`src/rtl/riscv_core_cache_pkg.sv`:
```
// rtl/riscv_core_cache_pkg.sv - shared D-cache field geometry, FSM states and address helpers
package riscv_core_cache_pkg;

  localparam int ADDR_WIDTH   = 32;
  localparam int INDEX_WIDTH  = 7;
  localparam int BLOCK_OFFSET = 2;
  localparam int OFFSET_WIDTH = BLOCK_OFFSET + 3;
  localparam int TAG_WIDTH    = ADDR_WIDTH - INDEX_WIDTH - OFFSET_WIDTH;
  localparam int INDEX_LSB    = OFFSET_WIDTH;
  localparam int TAG_LSB      = INDEX_LSB + INDEX_WIDTH;
  localparam int NUM_LINES    = 1 << INDEX_WIDTH;

  typedef enum logic [2:0] {
    IDLE,
    FILL_REQ,
    RESP,
    WR_WAIT,
    FLUSH
  } dcache_state_e;

  function automatic logic [INDEX_WIDTH-1:0] addr_index(input logic [ADDR_WIDTH-1:0] addr);
    return addr[TAG_LSB-1:INDEX_LSB];
  endfunction

  function automatic logic [TAG_WIDTH-1:0] addr_tag(input logic [ADDR_WIDTH-1:0] addr);
    return addr[ADDR_WIDTH-1:TAG_LSB];
  endfunction

endpackage

```
`src/rtl/riscv_core_dcache_ctrl_if.sv`:
```
// rtl/riscv_core_dcache_ctrl_if.sv - core, data-memory and AXI-adapter signals of the D-cache controller
interface riscv_core_dcache_ctrl_if;
  import riscv_core_cache_pkg::*;

  logic                  i_req_valid;
  logic                  i_req_we;
  logic [ADDR_WIDTH-1:0] i_req_addr;
  logic [1:0]            i_req_size;
  logic [31:0]           i_req_wdata;
  logic                  i_flush;
  logic                  o_ack;
  logic                  o_stall;
  logic                  o_mem_rd_en;
  logic                  o_mem_wr_en;
  logic                  o_mem_replace;
  logic                  o_axi_rd_req;
  logic [ADDR_WIDTH-1:0] o_axi_rd_addr;
  logic                  i_axi_rd_valid;
  logic                  o_axi_wr_req;
  logic [ADDR_WIDTH-1:0] o_axi_wr_addr;
  logic [31:0]           o_axi_wr_data;
  logic [1:0]            o_axi_wr_size;
  logic                  i_axi_wr_done;

  modport slave (
    input  i_req_valid, i_req_we, i_req_addr, i_req_size, i_req_wdata, i_flush,
    input  i_axi_rd_valid, i_axi_wr_done,
    output o_ack, o_stall, o_mem_rd_en, o_mem_wr_en, o_mem_replace,
    output o_axi_rd_req, o_axi_rd_addr, o_axi_wr_req, o_axi_wr_addr, o_axi_wr_data, o_axi_wr_size
  );

  modport master (
    output i_req_valid, i_req_we, i_req_addr, i_req_size, i_req_wdata, i_flush,
    output i_axi_rd_valid, i_axi_wr_done,
    input  o_ack, o_stall, o_mem_rd_en, o_mem_wr_en, o_mem_replace,
    input  o_axi_rd_req, o_axi_rd_addr, o_axi_wr_req, o_axi_wr_addr, o_axi_wr_data, o_axi_wr_size
  );

endinterface

```
`src/rtl/riscv_core_dcache_tag_array.sv`:
```
// rtl/riscv_core_dcache_tag_array.sv - valid bits and tags, one read, one write and one clear port
module riscv_core_dcache_tag_array
  import riscv_core_cache_pkg::*;
(
  input  logic                   i_clk,
  input  logic                   i_rst_n,
  input  logic [INDEX_WIDTH-1:0] rd_idx_i,
  output logic                   rd_valid_o,
  output logic [TAG_WIDTH-1:0]   rd_tag_o,
  input  logic                   wr_en_i,
  input  logic [INDEX_WIDTH-1:0] wr_idx_i,
  input  logic [TAG_WIDTH-1:0]   wr_tag_i,
  input  logic                   clr_en_i,
  input  logic [INDEX_WIDTH-1:0] clr_idx_i
);

  logic [NUM_LINES-1:0] valid_q;
  logic [TAG_WIDTH-1:0] tag_q [NUM_LINES];

  // Valid bits: cleared by reset or flush walk, set by a completed line fill.
  always_ff @(posedge i_clk or negedge i_rst_n) begin
    if (!i_rst_n) begin
      valid_q <= '0;
    end else begin
      if (clr_en_i) valid_q[clr_idx_i] <= 1'b0;
      if (wr_en_i)  valid_q[wr_idx_i]  <= 1'b1;
    end
  end

  // Tags need no reset: they are only meaningful behind a set valid bit.
  always_ff @(posedge i_clk) begin
    if (wr_en_i) tag_q[wr_idx_i] <= wr_tag_i;
  end

  assign rd_valid_o = valid_q[rd_idx_i];
  assign rd_tag_o   = tag_q[rd_idx_i];

endmodule

```
`src/rtl/riscv_core_dcache_ctrl.sv`:
```
// rtl/riscv_core_dcache_ctrl.sv - write-through, read-allocate direct-mapped D-cache controller
module riscv_core_dcache_ctrl
  import riscv_core_cache_pkg::*;
(
  input  logic                    i_clk,
  input  logic                    i_rst_n,
  riscv_core_dcache_ctrl_if.slave bus
);

  dcache_state_e          state_q, state_d;
  logic [ADDR_WIDTH-1:0]  addr_q, addr_d;
  logic [31:0]            wdata_q, wdata_d;
  logic [1:0]             size_q, size_d;
  logic [INDEX_WIDTH-1:0] cnt_q, cnt_d;
  logic                   flush_pend_q, flush_pend_d;

  logic                   arr_valid;
  logic [TAG_WIDTH-1:0]   arr_tag;
  logic                   hit;
  logic                   tag_wr, clr;
  logic                   ack, rd_en, wr_en, replace, axi_rd_req, axi_wr_req;

  riscv_core_dcache_tag_array u_tag_array (
    .i_clk      (i_clk),
    .i_rst_n    (i_rst_n),
    .rd_idx_i   (addr_index(bus.i_req_addr)),
    .rd_valid_o (arr_valid),
    .rd_tag_o   (arr_tag),
    .wr_en_i    (tag_wr),
    .wr_idx_i   (addr_index(addr_q)),
    .wr_tag_i   (addr_tag(addr_q)),
    .clr_en_i   (clr),
    .clr_idx_i  (cnt_q)
  );

  assign hit = arr_valid & (arr_tag == addr_tag(bus.i_req_addr));

  // State, request latch, flush counter and pending-flush flag.
  always_ff @(posedge i_clk or negedge i_rst_n) begin
    if (!i_rst_n) begin
      state_q      <= IDLE;
      addr_q       <= '0;
      wdata_q      <= '0;
      size_q       <= '0;
      cnt_q        <= '0;
      flush_pend_q <= 1'b0;
    end else begin
      state_q      <= state_d;
      addr_q       <= addr_d;
      wdata_q      <= wdata_d;
      size_q       <= size_d;
      cnt_q        <= cnt_d;
      flush_pend_q <= flush_pend_d;
    end
  end

  // Next-state and per-state strobes; a flush seen outside IDLE is remembered.
  always_comb begin
    state_d      = state_q;
    addr_d       = addr_q;
    wdata_d      = wdata_q;
    size_d       = size_q;
    cnt_d        = cnt_q;
    flush_pend_d = flush_pend_q | bus.i_flush;
    ack          = 1'b0;
    rd_en        = 1'b0;
    wr_en        = 1'b0;
    replace      = 1'b0;
    axi_rd_req   = 1'b0;
    axi_wr_req   = 1'b0;
    tag_wr       = 1'b0;
    clr          = 1'b0;
    case (state_q)
      IDLE: begin
        if (flush_pend_q | bus.i_flush) begin
          state_d      = FLUSH;
          cnt_d        = '0;
          flush_pend_d = 1'b0;
        end else if (bus.i_req_valid) begin
          if (bus.i_req_we) begin
            addr_d  = bus.i_req_addr;
            wdata_d = bus.i_req_wdata;
            size_d  = bus.i_req_size;
            wr_en   = hit;
            state_d = WR_WAIT;
          end else if (hit) begin
            rd_en = 1'b1;
            ack   = 1'b1;
          end else begin
            addr_d  = bus.i_req_addr;
            state_d = FILL_REQ;
          end
        end
      end
      FILL_REQ: begin
        axi_rd_req = 1'b1;
        if (bus.i_axi_rd_valid) begin
          wr_en   = 1'b1;
          replace = 1'b1;
          tag_wr  = 1'b1;
          state_d = RESP;
        end
      end
      RESP: begin
        rd_en   = 1'b1;
        ack     = 1'b1;
        state_d = IDLE;
      end
      WR_WAIT: begin
        axi_wr_req = 1'b1;
        if (bus.i_axi_wr_done) begin
          ack     = 1'b1;
          state_d = IDLE;
        end
      end
      FLUSH: begin
        clr   = 1'b1;
        cnt_d = cnt_q + 1'b1;
        if (cnt_q == {INDEX_WIDTH{1'b1}}) state_d = IDLE;
      end
      default: state_d = IDLE;
    endcase
  end

  assign bus.o_ack         = ack;
  assign bus.o_stall       = (bus.i_req_valid & ~ack) | (state_q != IDLE);
  assign bus.o_mem_rd_en   = rd_en;
  assign bus.o_mem_wr_en   = wr_en;
  assign bus.o_mem_replace = replace;
  assign bus.o_axi_rd_req  = axi_rd_req;
  assign bus.o_axi_rd_addr = {addr_q[ADDR_WIDTH-1:OFFSET_WIDTH], {OFFSET_WIDTH{1'b0}}};
  assign bus.o_axi_wr_req  = axi_wr_req;
  assign bus.o_axi_wr_addr = addr_q;
  assign bus.o_axi_wr_data = wdata_q;
  assign bus.o_axi_wr_size = size_q;

endmodule

```
`src/flat_wrapper.sv`:
```
// flat-port wrapper written by rule: the top's interface ports become plain ports
module riscv_core_dcache_ctrl_flat import riscv_core_cache_pkg::*;
  (i_clk, i_rst_n, bus_i_req_valid, bus_i_req_we, bus_i_req_addr, bus_i_req_size, bus_i_req_wdata, bus_i_flush, bus_i_axi_rd_valid, bus_i_axi_wr_done, bus_o_ack, bus_o_stall, bus_o_mem_rd_en, bus_o_mem_wr_en, bus_o_mem_replace, bus_o_axi_rd_req, bus_o_axi_rd_addr, bus_o_axi_wr_req, bus_o_axi_wr_addr, bus_o_axi_wr_data, bus_o_axi_wr_size);
  riscv_core_dcache_ctrl_if bus_i ();
  input  logic i_clk;
  input  logic i_rst_n;
  input wire logic [$bits(bus_i.i_req_valid)-1:0] bus_i_req_valid;
  input wire logic [$bits(bus_i.i_req_we)-1:0] bus_i_req_we;
  input wire logic [$bits(bus_i.i_req_addr)-1:0] bus_i_req_addr;
  input wire logic [$bits(bus_i.i_req_size)-1:0] bus_i_req_size;
  input wire logic [$bits(bus_i.i_req_wdata)-1:0] bus_i_req_wdata;
  input wire logic [$bits(bus_i.i_flush)-1:0] bus_i_flush;
  input wire logic [$bits(bus_i.i_axi_rd_valid)-1:0] bus_i_axi_rd_valid;
  input wire logic [$bits(bus_i.i_axi_wr_done)-1:0] bus_i_axi_wr_done;
  output wire logic [$bits(bus_i.o_ack)-1:0] bus_o_ack;
  output wire logic [$bits(bus_i.o_stall)-1:0] bus_o_stall;
  output wire logic [$bits(bus_i.o_mem_rd_en)-1:0] bus_o_mem_rd_en;
  output wire logic [$bits(bus_i.o_mem_wr_en)-1:0] bus_o_mem_wr_en;
  output wire logic [$bits(bus_i.o_mem_replace)-1:0] bus_o_mem_replace;
  output wire logic [$bits(bus_i.o_axi_rd_req)-1:0] bus_o_axi_rd_req;
  output wire logic [$bits(bus_i.o_axi_rd_addr)-1:0] bus_o_axi_rd_addr;
  output wire logic [$bits(bus_i.o_axi_wr_req)-1:0] bus_o_axi_wr_req;
  output wire logic [$bits(bus_i.o_axi_wr_addr)-1:0] bus_o_axi_wr_addr;
  output wire logic [$bits(bus_i.o_axi_wr_data)-1:0] bus_o_axi_wr_data;
  output wire logic [$bits(bus_i.o_axi_wr_size)-1:0] bus_o_axi_wr_size;
  assign bus_i.i_req_valid = bus_i_req_valid;
  assign bus_i.i_req_we = bus_i_req_we;
  assign bus_i.i_req_addr = bus_i_req_addr;
  assign bus_i.i_req_size = bus_i_req_size;
  assign bus_i.i_req_wdata = bus_i_req_wdata;
  assign bus_i.i_flush = bus_i_flush;
  assign bus_i.i_axi_rd_valid = bus_i_axi_rd_valid;
  assign bus_i.i_axi_wr_done = bus_i_axi_wr_done;
  assign bus_o_ack = bus_i.o_ack;
  assign bus_o_stall = bus_i.o_stall;
  assign bus_o_mem_rd_en = bus_i.o_mem_rd_en;
  assign bus_o_mem_wr_en = bus_i.o_mem_wr_en;
  assign bus_o_mem_replace = bus_i.o_mem_replace;
  assign bus_o_axi_rd_req = bus_i.o_axi_rd_req;
  assign bus_o_axi_rd_addr = bus_i.o_axi_rd_addr;
  assign bus_o_axi_wr_req = bus_i.o_axi_wr_req;
  assign bus_o_axi_wr_addr = bus_i.o_axi_wr_addr;
  assign bus_o_axi_wr_data = bus_i.o_axi_wr_data;
  assign bus_o_axi_wr_size = bus_i.o_axi_wr_size;
  riscv_core_dcache_ctrl u_core (.i_clk(i_clk), .i_rst_n(i_rst_n), .bus(bus_i));
endmodule
```
`config.mk`:
```
export PLATFORM = sky130hd
export DESIGN_NAME = riscv_core_dcache_ctrl_flat
export DESIGN_NICKNAME = d
export VERILOG_FILES = /design/src/rtl/riscv_core_cache_pkg.sv /design/src/rtl/riscv_core_dcache_ctrl_if.sv /design/src/rtl/riscv_core_dcache_tag_array.sv /design/src/rtl/riscv_core_dcache_ctrl.sv /design/src/flat_wrapper.sv
export SDC_FILE = /design/constraint.sdc
export NUM_CORES = 2
export LEC_CHECK = 0
export CAP_MARGIN = 20
export CORE_MARGIN = 4
export CORE_UTILIZATION = 49
export DETAILED_ROUTE_END_ITERATION = 6
export GPL_TIMING_DRIVEN = 0
export PLACE_DENSITY = 0.74
export SYNTH_ARGS = -nofsm -noshare
export SYNTH_HDL_FRONTEND = slang
export SYNTH_HIERARCHICAL = 1
export SYNTH_SLANG_ARGS = --single-unit
```
`constraint.sdc`:
```
create_clock -name i_clk -period 6.5 [get_ports i_clk]
set_input_delay 1.3 -clock i_clk [delete_from_list [all_inputs] [get_ports i_clk]]
set_output_delay 1.3 -clock i_clk [all_outputs]
set_load 0.01 [all_outputs]
```
# Yosys cells after proc, flatten, opt, wreduce, memory -nomap -nowiden
# Memory sizes are Yosys's and may differ from the RTL's.
# Index checks and enable logic that the tools add are counted.
[classes] add_sub_neg=1 n_mul=0 div=0 n_lt_le_gt_ge=5 n_eq_ne=13 shift=0 mux=39 n_bitwise=9 n_reduce_logical=9
[ops] op="$mux 128" n=2
[ops] op="$and 128x128->128" n=1
[ops] op="$not 128->128" n=1
[ops] op="$or 128x128->128" n=1
[ops] op="$mux 32" n=2
[ops] op="$lt 7x8->1 const B" n=3
[ops] op="$mux 3" n=7
[ops] op="$eq 20x20->1" n=1
[ops] op="$mux 1" n=19
[ops] op="$demux 1 s7" n=2
[ops] op="$ge 7x1->1 const B" n=2
[ops] op="$pmux 7 s2" n=1
[ops] op="$pmux 3 s4" n=1
[ops] op="$reduce_and 4->1" n=2
[ops] op="$add 7x1->7 const B" n=1
[ops] op="$bmux 1 s7" n=1
[ops] op="$eq 7x7->1 const B" n=1
[ops] op="$mux 7" n=1
[ops] op="$eq 3x2->1 const B" n=2
[ops] op="$ne 2x2->1 const B" n=3
[ops] op="$reduce_and 5->1" n=1
[ops] op="$ne 2x1->1 const B" n=2
[ops] op="$ne 4x4->1 const B" n=1
[ops] op="$pmux 1 s2" n=2
[ops] op="12 further kinds" n=16
[word_totals] ff_bits=205 latchBits=0 ram_bits=2560 romBits=0 elab_cells=84 mem_count=1
[memory_table] memory="u_core.u_tag_array.tag_q" depth=128 word_bits=20 read_ports=1 rd_ports_with_merged_regs=0 write_ports=1 line_no="riscv_core_dcache_tag_array.sv:18" rtl="logic [TAG_WIDTH-1:0] tag_q [NUM_LINES];"

# Longest topological paths before layout
[logic_depth] depth_word=11 mapped_depth=15 ltp_nobuf=9

# By module
# The synthesis kept the hierarchy.
[modules_own_cells] mod="riscv_core_dcache_tag_array" n_inst=1 cells_each=4303 area_each_um2=103434.2
[modules_own_cells] mod="riscv_core_dcache_ctrl" n_inst=1 cells_each=280 area_each_um2=3754.9

# Worst setup path before layout
# No wires, ideal clock.
[synth_path] path_type="input to output" from="in bus_i_req_addr[7]" to="out bus_o_ack" t_arrival_ns=4.854 t_required_ns=5.200 path_slack_ns=0.346 path_stages=13 n_path_buf=4 path_cell_list="clkbuf_1 buf_2 buf_1 buf_1 mux4_2 mux4_2 mux4_2 mux2_2 xnor2_1 nand4_1 nor4_2 nand3_1 o21ai_0"
[synth_via] elab_chain_len=8
[synth_lines] element="from (decl)" line_no="flat_wrapper.sv:9" rtl="input wire logic [$bits(bus_i.i_req_addr)-1:0] bus_i_req_addr;"
[synth_lines] element="$mem_v2 128x20"
[synth_lines] element="via u_core.arr_tag[18]" line_no="riscv_core_dcache_ctrl.sv:18" rtl="logic [TAG_WIDTH-1:0] arr_tag;"
[synth_lines] element="$eq 20x20->1" line_no="riscv_core_dcache_ctrl.sv:36" rtl="assign hit = arr_valid & (arr_tag == addr_tag(bus.i_req_addr));"
[synth_lines] element="$and 1x1->1" line_no="riscv_core_dcache_ctrl.sv:36"
[synth_lines] element="$mux 1" line_no="riscv_core_dcache_ctrl.sv:86" rtl="end else if (hit) begin"
[synth_lines] element="$mux 1" line_no="riscv_core_dcache_ctrl.sv:80" rtl="if (bus.i_req_we) begin"
[synth_lines] element="$mux 1" line_no="riscv_core_dcache_ctrl.sv:79" rtl="end else if (bus.i_req_valid) begin"
[synth_lines] element="$mux 1" line_no="riscv_core_dcache_ctrl.sv:75" rtl="if (flush_pend_q | bus.i_flush) begin"
[synth_lines] element="$pmux 1 s3" line_no="riscv_core_dcache_ctrl.sv:73" rtl="case (state_q)"
[synth_lines] element="to (decl)" line_no="flat_wrapper.sv:15" rtl="output wire logic [$bits(bus_i.o_ack)-1:0] bus_o_ack;"
# The timed path passes the listed nets, and every way through them passes these cells. The select of a mux whose other input is x is not followed.

# Worst setup path in the final report
[layout_path] from="in bus_i_req_addr[9]" to="out bus_o_mem_wr_en"
[layout_via] elab_chain_len=7
[layout_lines] element="$mem_v2 128x20"
[layout_lines] element="via u_core.arr_tag[0]" line_no="riscv_core_dcache_ctrl.sv:18"
[layout_lines] element="$eq 20x20->1" line_no="riscv_core_dcache_ctrl.sv:36"
[layout_lines] element="$and 1x1->1" line_no="riscv_core_dcache_ctrl.sv:36"
[layout_lines] element="$mux 1" line_no="riscv_core_dcache_ctrl.sv:80"
[layout_lines] element="$mux 1" line_no="riscv_core_dcache_ctrl.sv:79"
[layout_lines] element="$mux 1" line_no="riscv_core_dcache_ctrl.sv:75"
[layout_lines] element="$pmux 1 s2" line_no="riscv_core_dcache_ctrl.sv:73"
[layout_lines] element="to (decl)" line_no="flat_wrapper.sv:18" rtl="output wire logic [$bits(bus_i.o_mem_wr_en)-1:0] bus_o_mem_wr_en;"
# The timed path passes the listed nets, and every way through them passes these cells. The select of a mux whose other input is x is not followed.

==> flow_summary.ini <==
[run_status]
status = complete, but fails checks
violations = design-rule violations, negative setup slack

[synth]
seq_area_frac_synth = 0.765
synthMuxAreaShare = 0.196
synth_top_family_by_area = multiplexers
synth_top_area_frac = 0.717
synth-adder-area-share = 0.000117
synth_simple_gate_area_share = 0.0109
synth_xor_area_frac = 0.00139
async_reset_ff_frac = 0.0741
syn_avg_cell_area_sq_um = 23.4
ys_top_cells_by_area = edfxtp_1 72%, mux4_2 19%, dfrtp_1 4.8%
synth_edf_count = 2560
synth_area_sq_um = 107000
netlist_instances = 4583
synth.largest_area_cell = edfxtp_1
yosys_warnings = 6
synth_ff_type = edfxtp_1
ys_ff_latch = 2765
ys_types = 50
synth_compound_area_frac = 0.0136

[placed_design]
dp_hpwl_um = 191000
portBuffers = 172
gp_congestion = 0.968

[detailed_routing]
ant_nets = 0
drt-wirelength-per-cell_um = 35.5
drt-pass1-iter-count = 7
drcViolationCount = 8
vias = 54300
wirelength_um = 296000
viasPerCell = 6.52
drtIter0Drc = 8220

[timing]
finalMaxSlewViolations = 0
period_minus_slack_ns = 6.97
tightestPinTransition_ns = 1.14
rsz0062_at_grt = yes
clock_skew_ns = 0.0542
setup_slack_ns = -0.472
fmax_ghz = 0.143
period_share = 1.07
setup_violations = 4
relSlewSlack = 0.237
timing.setup.tns_ns = -1.77
hold_viol = 0

[floorplanning]
initial_core_util = 0.493
die_h_um = 476
dieWidth_um = 476
ios = 178
die-area_sq_um = 226000
placementRows = 171
core-area_sq_um = 217000

[hold_path]
hold_class = in -> async

[worst_setup_path]
worstPathRequired_ns = 5.20
end_kind = output port
rr_endpoint = u_core/bus.o_axi_wr_addr[5]
critPathKind = in -> out
crit_path_start_kind = input pin
crit_fanout = 10
r2r_cells = 13
r2r_start = u_core/u_tag_array/tag_q[64][13]
critical_path_arrival_ns = 5.67
r2r_slack_ns = 1.78

[grt]
grt_overflow = 0
grt_pass1_wl_um = 418000
antenna_found_initial = 29
grt_max_degree = 106
first_global_vias = 54200
grt_usage = 0.263

[power_and_ir_drop]
power.density_nw_per_um2 = 342
power.leakage_uw = 0.0405
ir_drop_mv = 0.274

[cts]
numCtsBuffers = 293
htreeDepth = 5
clkSinkCount = 2765
clock_path_buffers = 4
clk_latency_ns = 0.93
cts_root_buffer = clkbuf_16
tritoncts = done
clk_transition_reported_paths_ns = 0.06

[run]
max_cap_viol_count = 0

[finish]
syn_to_final_growth_pct = 17.9
drive_above_1_share = 0.360
fin_util = 0.581
nets = 5323
==> metal layers <==
metal  track usage  wire length (um)  share of wire
met4         0.116             15100          0.051
met5             0                72        0.00024
met1         0.348            102000           0.35
met2         0.414            142000           0.48
met3        0.0743             36000           0.12
==> flip-flops by register name, indices dropped and copies added, names as in the netlist <==
register	count
u_core/bus.o_axi_wr_data	32
u_core/state_q	3
u_core/bus.o_axi_wr_addr	32
u_core/u_tag_array/tag_q	2560
u_core/bus.o_axi_wr_size	2
u_core/u_tag_array/valid_q	128
u_core/flush_pend_q	1
u_core/cnt_q	7
==> cell usage in the layout, fill, tap and decap left out, types with 17 or more instances in the layout <==
master           synthesis  layout
buf_12                   3      17
buf_16                   0      50
buf_2                   66      31
buf_4                   32      78
buf_6                   10      39
buf_8                    0     117
bufinv_16                0      17
clkbuf_1               151     105
clkbuf_16                0     314
clkbuf_2                 0      47
clkbuf_4                 0      31
clkbuf_8                 0      24
clkdlybuf4s50_1          0     164
clkinv_1                 0      51
clkinv_2                 1      48
dfrtp_1                205     185
dfrtp_4                  0      20
edfxtp_1              2560    2560
mux2_2                  59      57
mux2_4                  29      31
mux4_2                 882     882
nand2_1                 39      38
nand3_1                 19      18
nor2_2                   0     128
o21ai_0                265     263
==> logic make-up after synthesis <==
family                   Yosys count
other                              1
multiplexers                     971
flip-flops                      2765
AO/OA/AOI/OAI                    280
XOR/XNOR                          17
buffers and inverters            293
AND/OR/NAND/NOR                  255
adder cells (fa/ha/maj)            1
==> report_power, final <==
group	switching (uW)	leakage [uW]	internal [uW]
sequential	1100	0.0256	21400
clock	6610	0.00440	9240
combinational	2990	0.0105	1830
==> synth_stat cells (all sizes together), types with 2 or more instances <==
| library cell | number |
|---|---|
| mux2 | 88 |
| nor4 | 2 |
| or3 | 2 |
| nand4 | 9 |
| clkbuf | 151 |
| and2 | 5 |
| inv | 6 |
| nand3b | 5 |
| or3b | 3 |
| o31ai | 3 |
| nand2b | 4 |
| and3 | 2 |
| o21ai | 266 |
| nand2 | 39 |
| nor3 | 4 |
| nor2 | 142 |
| edfxtp | 2560 |
| nand3 | 19 |
| xnor2 | 14 |
| xor2 | 3 |
| mux4 | 882 |
| nor2b | 14 |
| buf | 135 |
| a21oi | 3 |
| nand4b | 4 |
| dfrtp | 205 |
==> final cells by class <==
| type | count | area (sq um) |
|---|---|---|
| Tap cell | 2854 | 3570 |
| Fill cell | 14800 | 91000 |
| Multi-Input combinational cell | 1529 | 24200 |
| Buffer | 285 | 2420 |
| Clock buffer | 368 | 7890 |
| Timing Repair Buffer | 368 | 5090 |
| Clock inverter | 133 | 1080 |
| Antenna cell | 9 | 22.5 |
| Sequential cell | 2765 | 82100 |
| Inverter | 7 | 27.5 |
==> what timing repair did <==
item                       4_1_cts  5_1_grt
hold buffers                     0        0
pin swaps                        8        5
hold endpoints to repair         0        0
cloned                           4        0
resized for setup              382       39
setup endpoints to repair       38        4
setup buffers                   11       13
==> critical path: stages <==
cell and delay [ns]:
clkdlybuf4s50_1 0.48, clkbuf_4 0.30, clkbuf_1 0.77, mux4_2 0.51
mux4_2 0.46, mux2_2 0.32, xnor2_1 0.17, nand4_1 0.34
a2111oi_4 0.32, buf_6 0.20, nand3_4 0.12, o21bai_1 0.19
buf_2 0.16
==> worst max path at each step <==
stage,slack (ns),to,startpoint,cells past startpoint
3_3_place_gp,-4.79,u_core/bus.o_axi_wr_addr[5],i_rst_n,1
2_1_floorplan,0.35,bus_o_ack,bus_i_req_addr[7],13
4_1_cts,-0.47,bus_o_mem_wr_en,bus_i_req_addr[5],16
5_1_grt,-0.46,bus_o_mem_wr_en,bus_i_req_addr[9],13
3_5_place_dp,-2.92,bus_o_mem_wr_en,bus_i_req_addr[7],16
6_report,-0.47,bus_o_mem_wr_en,bus_i_req_addr[9],13
==> metrics by stage <==
stage	std cells	setup WS (ns)	power (uW)	cell area, sq um	hold slack (ns)
final	8318	-0.472	43200	126000	0.411
after floorplan	4587	0.346	24700	107000	0.463
after detailed placement	7781	-2.92	27500	116000	0.491
after global routing	8312	-0.461	44500	126000	0.436
after global placement	7613	-4.79	27400	112000	0.484
after CTS	8297	-0.468	43300	126000	0.405
Note: power is estimated with default switching activity, not from simulation.
